<file path="src/rtl/tick_task_sequencer.sv">
// Tick-driven task sequencer: on each tick edge, starts the enabled task
// slots one after another, each waiting for done or a timeout.
module tick_task_sequencer #(
  parameter int          NUM_TASK    = 4,
  parameter logic [15:0] TIMEOUT_CYC = 16'd49999,
  parameter int          CNT_W       = 16
) (
  input  logic                CLK,
  input  logic                RST,
  input  logic                tick_in,
  input  logic                en,
  input  logic [NUM_TASK-1:0] task_mask,
  input  logic [NUM_TASK-1:0] task_done,
  input  logic                clr_err,
  output logic [NUM_TASK-1:0] task_start,
  output logic                busy,
  output logic                overrun,
  output logic [NUM_TASK-1:0] timeout_err,
  output logic [CNT_W-1:0]    frame_cnt
);

  localparam int IDX_W = (NUM_TASK > 1) ? $clog2(NUM_TASK) : 1;
  localparam logic [IDX_W-1:0] LAST = IDX_W'(NUM_TASK - 1);

  typedef enum logic [1:0] {
    IDLE,
    LAUNCH,
    WAIT,
    NEXT
  } state_t;

  state_t              state, state_nx;
  logic [IDX_W-1:0]    idx, idx_nx;
  logic [15:0]         timer, timer_nx;
  logic                first, first_nx;
  logic                tick_d;
  logic                tick_edge;
  logic [CNT_W-1:0]    fc_nx;
  logic [NUM_TASK-1:0] to_set;
  logic                ov_set;

  assign tick_edge = tick_in & ~tick_d;

  // Next-state logic, error set events and the start pulse.
  always_comb begin
    state_nx   = state;
    idx_nx     = idx;
    timer_nx   = timer;
    first_nx   = first;
    fc_nx      = frame_cnt;
    to_set     = '0;
    ov_set     = tick_edge & en & (state != IDLE);
    task_start = '0;
    unique case (state)
      IDLE: begin
        if (tick_edge && en) begin
          state_nx = LAUNCH;
          idx_nx   = '0;
          fc_nx    = frame_cnt + CNT_W'(1);
        end
      end
      LAUNCH: begin
        if (task_mask[idx]) begin
          state_nx = WAIT;
          timer_nx = '0;
          first_nx = 1'b1;
        end else begin
          state_nx = NEXT;
        end
      end
      WAIT: begin
        first_nx = 1'b0;
        if (first) task_start[idx] = 1'b1;
        if (!first && task_done[idx]) begin
          state_nx = NEXT;
        end else if (timer == TIMEOUT_CYC) begin
          to_set[idx] = 1'b1;
          state_nx    = NEXT;
        end else begin
          timer_nx = timer + 16'd1;
        end
      end
      NEXT: begin
        if (idx == LAST) begin
          state_nx = IDLE;
        end else begin
          idx_nx   = idx + IDX_W'(1);
          state_nx = LAUNCH;
        end
      end
      default: state_nx = IDLE;
    endcase
  end

  assign busy = (state != IDLE);

  // State, counters and sticky flags; a set event beats a clear.
  always_ff @(posedge CLK) begin
    if (RST) begin
      state       <= IDLE;
      idx         <= '0;
      timer       <= '0;
      first       <= 1'b0;
      tick_d      <= 1'b1;
      frame_cnt   <= '0;
      overrun     <= 1'b0;
      timeout_err <= '0;
    end else begin
      state       <= state_nx;
      idx         <= idx_nx;
      timer       <= timer_nx;
      first       <= first_nx;
      tick_d      <= tick_in;
      frame_cnt   <= fc_nx;
      overrun     <= ov_set | (overrun & ~clr_err);
      timeout_err <= to_set |
                     (timeout_err & ~{NUM_TASK{clr_err}});
    end
  end

endmodule
</file>
<file path="config.mk">
export PLATFORM = sky130hd
export DESIGN_NAME = tick_task_sequencer
export DESIGN_NICKNAME = d
export VERILOG_FILES = /design/src/rtl/tick_task_sequencer.sv
export SDC_FILE = /design/constraint.sdc
export NUM_CORES = 1
export LEC_CHECK = 0
export BUFFER_PORTS_ARGS = -buffer_cell sky130_fd_sc_hd__buf_2
export CAP_MARGIN = 20
export CORE_UTILIZATION = 52
export CTS_BUF_LIST = sky130_fd_sc_hd__clkbuf_2 sky130_fd_sc_hd__clkbuf_4 sky130_fd_sc_hd__clkbuf_8
export DETAILED_ROUTE_END_ITERATION = 16
export PLACE_DENSITY = 0.8
export REMOVE_ABC_BUFFERS = 1
export SYNTH_ARGS = -nofsm -noshare
export SYNTH_HDL_FRONTEND = slang
export SYNTH_SLANG_ARGS = --single-unit
export TNS_END_PERCENT = 10
</file>
<file path="constraint.sdc">
create_clock -name CLK -period 2 [get_ports CLK]
set_input_delay 0.3 -clock CLK [delete_from_list [all_inputs] [get_ports CLK]]
set_output_delay 0.3 -clock CLK [all_outputs]
set_load 0.02 [all_outputs]
</file>
==> flow_summary.yaml <==
logic_synthesis:
  ys.flop_type: "dfxtp_1"
  async_flop_share_pct: 0
  yosysSeqAreaShare_pct: 36.7
  yosys.area.top_type: "dfxtp_1"
  syn_area_um2: 2350
  synth_edf_count: 0
  synth_warnings: 0
  synth.avg_cell_area_um2: 8.66
  synth_cell_types: 56
  ys_ff_latch: 43
  netlist_instances: 271
  yosys.area.top_type_share_pct: 36.7
  netlist_top_cells_area: "dfxtp_1 (37%), ha_1 (5.9%), nor2_1 (4.8%)"
route:
  via_count: 2259
  ant_nets: 0
  vias_per_cell: 5.90
  drt-initial-drc-count: 173
  route.detailed.wl_per_inst_um: 15.5
  firstDrtPassIters: 4
  drc: 0
  wirelength_um: 5930
worst_setup_path:
  start_kind: "flip-flop"
  regToRegStartpoint: "timer[1]$_SDFFE_PP0P_"
  slowest_delay_ns: 0.48
  crit_fanout: 4
  reg2reg_depth: 7
  crit_arrival_ns: 2.13
  r2r_end: "timer[13]$_SDFFE_PP0P_"
  critPathCaptureType: "flip-flop"
  r2r_slack_ns: 0.07
  cp_top_family: "simple AND/OR/NAND/NOR gates"
  path_class: "flip-flop to flip-flop"
  critPathBufInv: 1
  critPathSlowestCell: "or4_4"
  worstPathRequired_ns: 2.20
  crit_chain: "ha_2, and3_4, nand4_1, buf_4, nand4_4, or4_4, o41ai_2"
cells_and_area:
  layoutNonFillerInstCount: 383
  finish.utilization_pct: 67.5
  fin_area_um2: 2940
  synthToLayoutAreaGrowth_pct: 25.2
  nNetsFinal: 354
  n_antenna_cell: 0
  drive_above_1_share_pct: 28.4
hold_path:
  min_path_type: "input port to flip-flop"
  hp-start: "tick_in"
  hold_end: "tick_d$_SDFF_PP1_"
  worst_hold_path.num_cells: 2
clocking:
  clockBufferDepth: 2
  h-tree-depth: 2
  clk_latency_ns: 0.30
  clockRootBuffer: "clkbuf_8"
  cts_sinks: 43
  cts-buffers-inserted: 5
  cts_tree: "yes"
  clk_pin_slew_ns: 0.08
place:
  placed_cells: 374
  port_buffers: 38
  gp_congestion: 0.911
  dpl_cell_area_um2: 2740
  dpl.hpwl_um: 4140
global_route:
  grt_pass1_wl_um: 9890
  grt_max_degree: 35
  grt-ovfl-total: 0
  grt_pass1_vias: 2176
  grt_usage_pct: 25.2
  antenna_found_initial: 0
die:
  ios: 39
  core_area_um2: 4350
  die-area_um2: 4790
  die_w_um: 69.2
  die_h_um: 69.2
  start_util_pct: 53.9
  num_rows: 24
pwr:
  peakVddDrop_mv: 0.543
  finalPower_mw: 2.39
  p_leak_nw: 1.16
  power_density_nw_per_um2: 814
sta:
  tightestPinTransition_ns: 0.398
  min_period_ns: 1.93
  fmax_mhz: 518
  fin_crit_sh_pct: 96.5
  setup_viol: 0
  maxSlewHeadroom_pct: 72.8
  finClkSkew_ns: 0.00319
  hold_violations: 0
  tns_ns: 0
  maxSlewViolCount: 0
  rsz0062_at_grt: "no"
outcome:
  status: "complete, no violations"
job:
  maxCapViolations: 0
==> routing by layer <==
metal  share of wire [%]  GRT usage, %  wire length (um)  vias to the layer above
met5                   0             0                 0                        -
met3                 4.8          4.80               285                        9
li1                    -             -                 -                     1111
met1                  43          31.6              2560                     1058
met2                  51          42.9              3000                       81
met4                 1.5          9.52                87                        0
==> flip-flops by register name (all words and copies together) (netlist names) <==
name / count
first: 1
timer: 16
overrun: 1
tick_d: 1
state: 2
timeout_err: 4
idx: 2
frame_cnt: 16
==> where the power goes <==
group,switching [mW],internal (mW)
clock,0.312,0.513
combinational,0.388,0.273
sequential,0.0241,0.882
==> layout make-up <==
class	count	area, um2
Clock buffer	6	76.3
Sequential cell	43	861
Inverter	19	71.3
Timing Repair Buffer	64	385
Clock inverter	2	60.1
Tap cell	52	65.1
Multi-Input combinational cell	197	1420
Fill cell	341	1420
==> Yosys cell counts, drive strengths merged (5+ instances only) <==
cell	count
nor2	30
a21oi	16
nor3	9
nand2	14
xor2	6
o311ai	6
dfxtp	43
clkbuf	9
inv	19
o21ai	10
nand3	11
nand4	8
a22oi	7
ha	11
xnor2	7
or3	5
and3	7
==> timing repair <==
item / 4_1_cts / 5_1_grt
setup buffers: 0 / 1
pin swaps: 0 / 1
hold buffers: 0 / 0
resized for setup: 1 / 10
endpoints found under the setup margin: 3 / 9
==> through the flow <==
stage	setup WS (ns)	hold WS, ns
finish	0.0699	0.232
global route	0.00155	0.226
CTS	-0.00208	0.224
detailed placement	0.0463	0.458
global placement	0.125	0.459
floorplan	-0.112	0.366
==> worst max path at each step <==
stage	start	to	slack, ns	cells past startpoint
2_1_floorplan	state[0]$_SDFFE_PP0P_	timer[14]$_SDFFE_PP0P_	-0.11	6
3_3_place_gp	timer[1]$_SDFFE_PP0P_	timer[14]$_SDFFE_PP0P_	0.12	5
3_5_place_dp	timer[1]$_SDFFE_PP0P_	timer[13]$_SDFFE_PP0P_	0.05	7
4_1_cts	timer[1]$_SDFFE_PP0P_	timer[13]$_SDFFE_PP0P_	-0.002	7
5_1_grt	timer[1]$_SDFFE_PP0P_	timer[13]$_SDFFE_PP0P_	0.002	7
6_report	timer[1]$_SDFFE_PP0P_	timer[13]$_SDFFE_PP0P_	0.07	7
==> cell families (layout without fill, tap and decap cells) <==
logic type / Yosys count / in the layout / share of synthesized area, %
and+or+nand+nor: 103 / 103 / 23.8
AOI/OAI and AO/OA: 65 / 65 / 20.4
DFF: 43 / 43 / 36.7
buffers and inverters: 31 / 91 / 5.38
xor gates and xnor gates: 13 / 13 / 4.85
adders and majority gates: 11 / 11 / 5.86
muxes: 5 / 5 / 3.04
==> layout by cell type, fill, tap and decap left out, drive strengths merged, types with 6 or more instances in the layout <==
master | synthesis | routed
a21oi | 16 | 16
a22oi | 7 | 7
and3 | 7 | 7
buf | 3 | 64
clkbuf | 9 | 6
dfxtp | 43 | 43
ha | 11 | 11
inv | 19 | 19
nand2 | 14 | 14
nand3 | 11 | 11
nand4 | 8 | 8
nor2 | 30 | 30
nor3 | 9 | 9
o21ai | 10 | 10
o311ai | 6 | 6
xnor2 | 7 | 7
xor2 | 6 | 6
(Power assumes the default switching activity.)
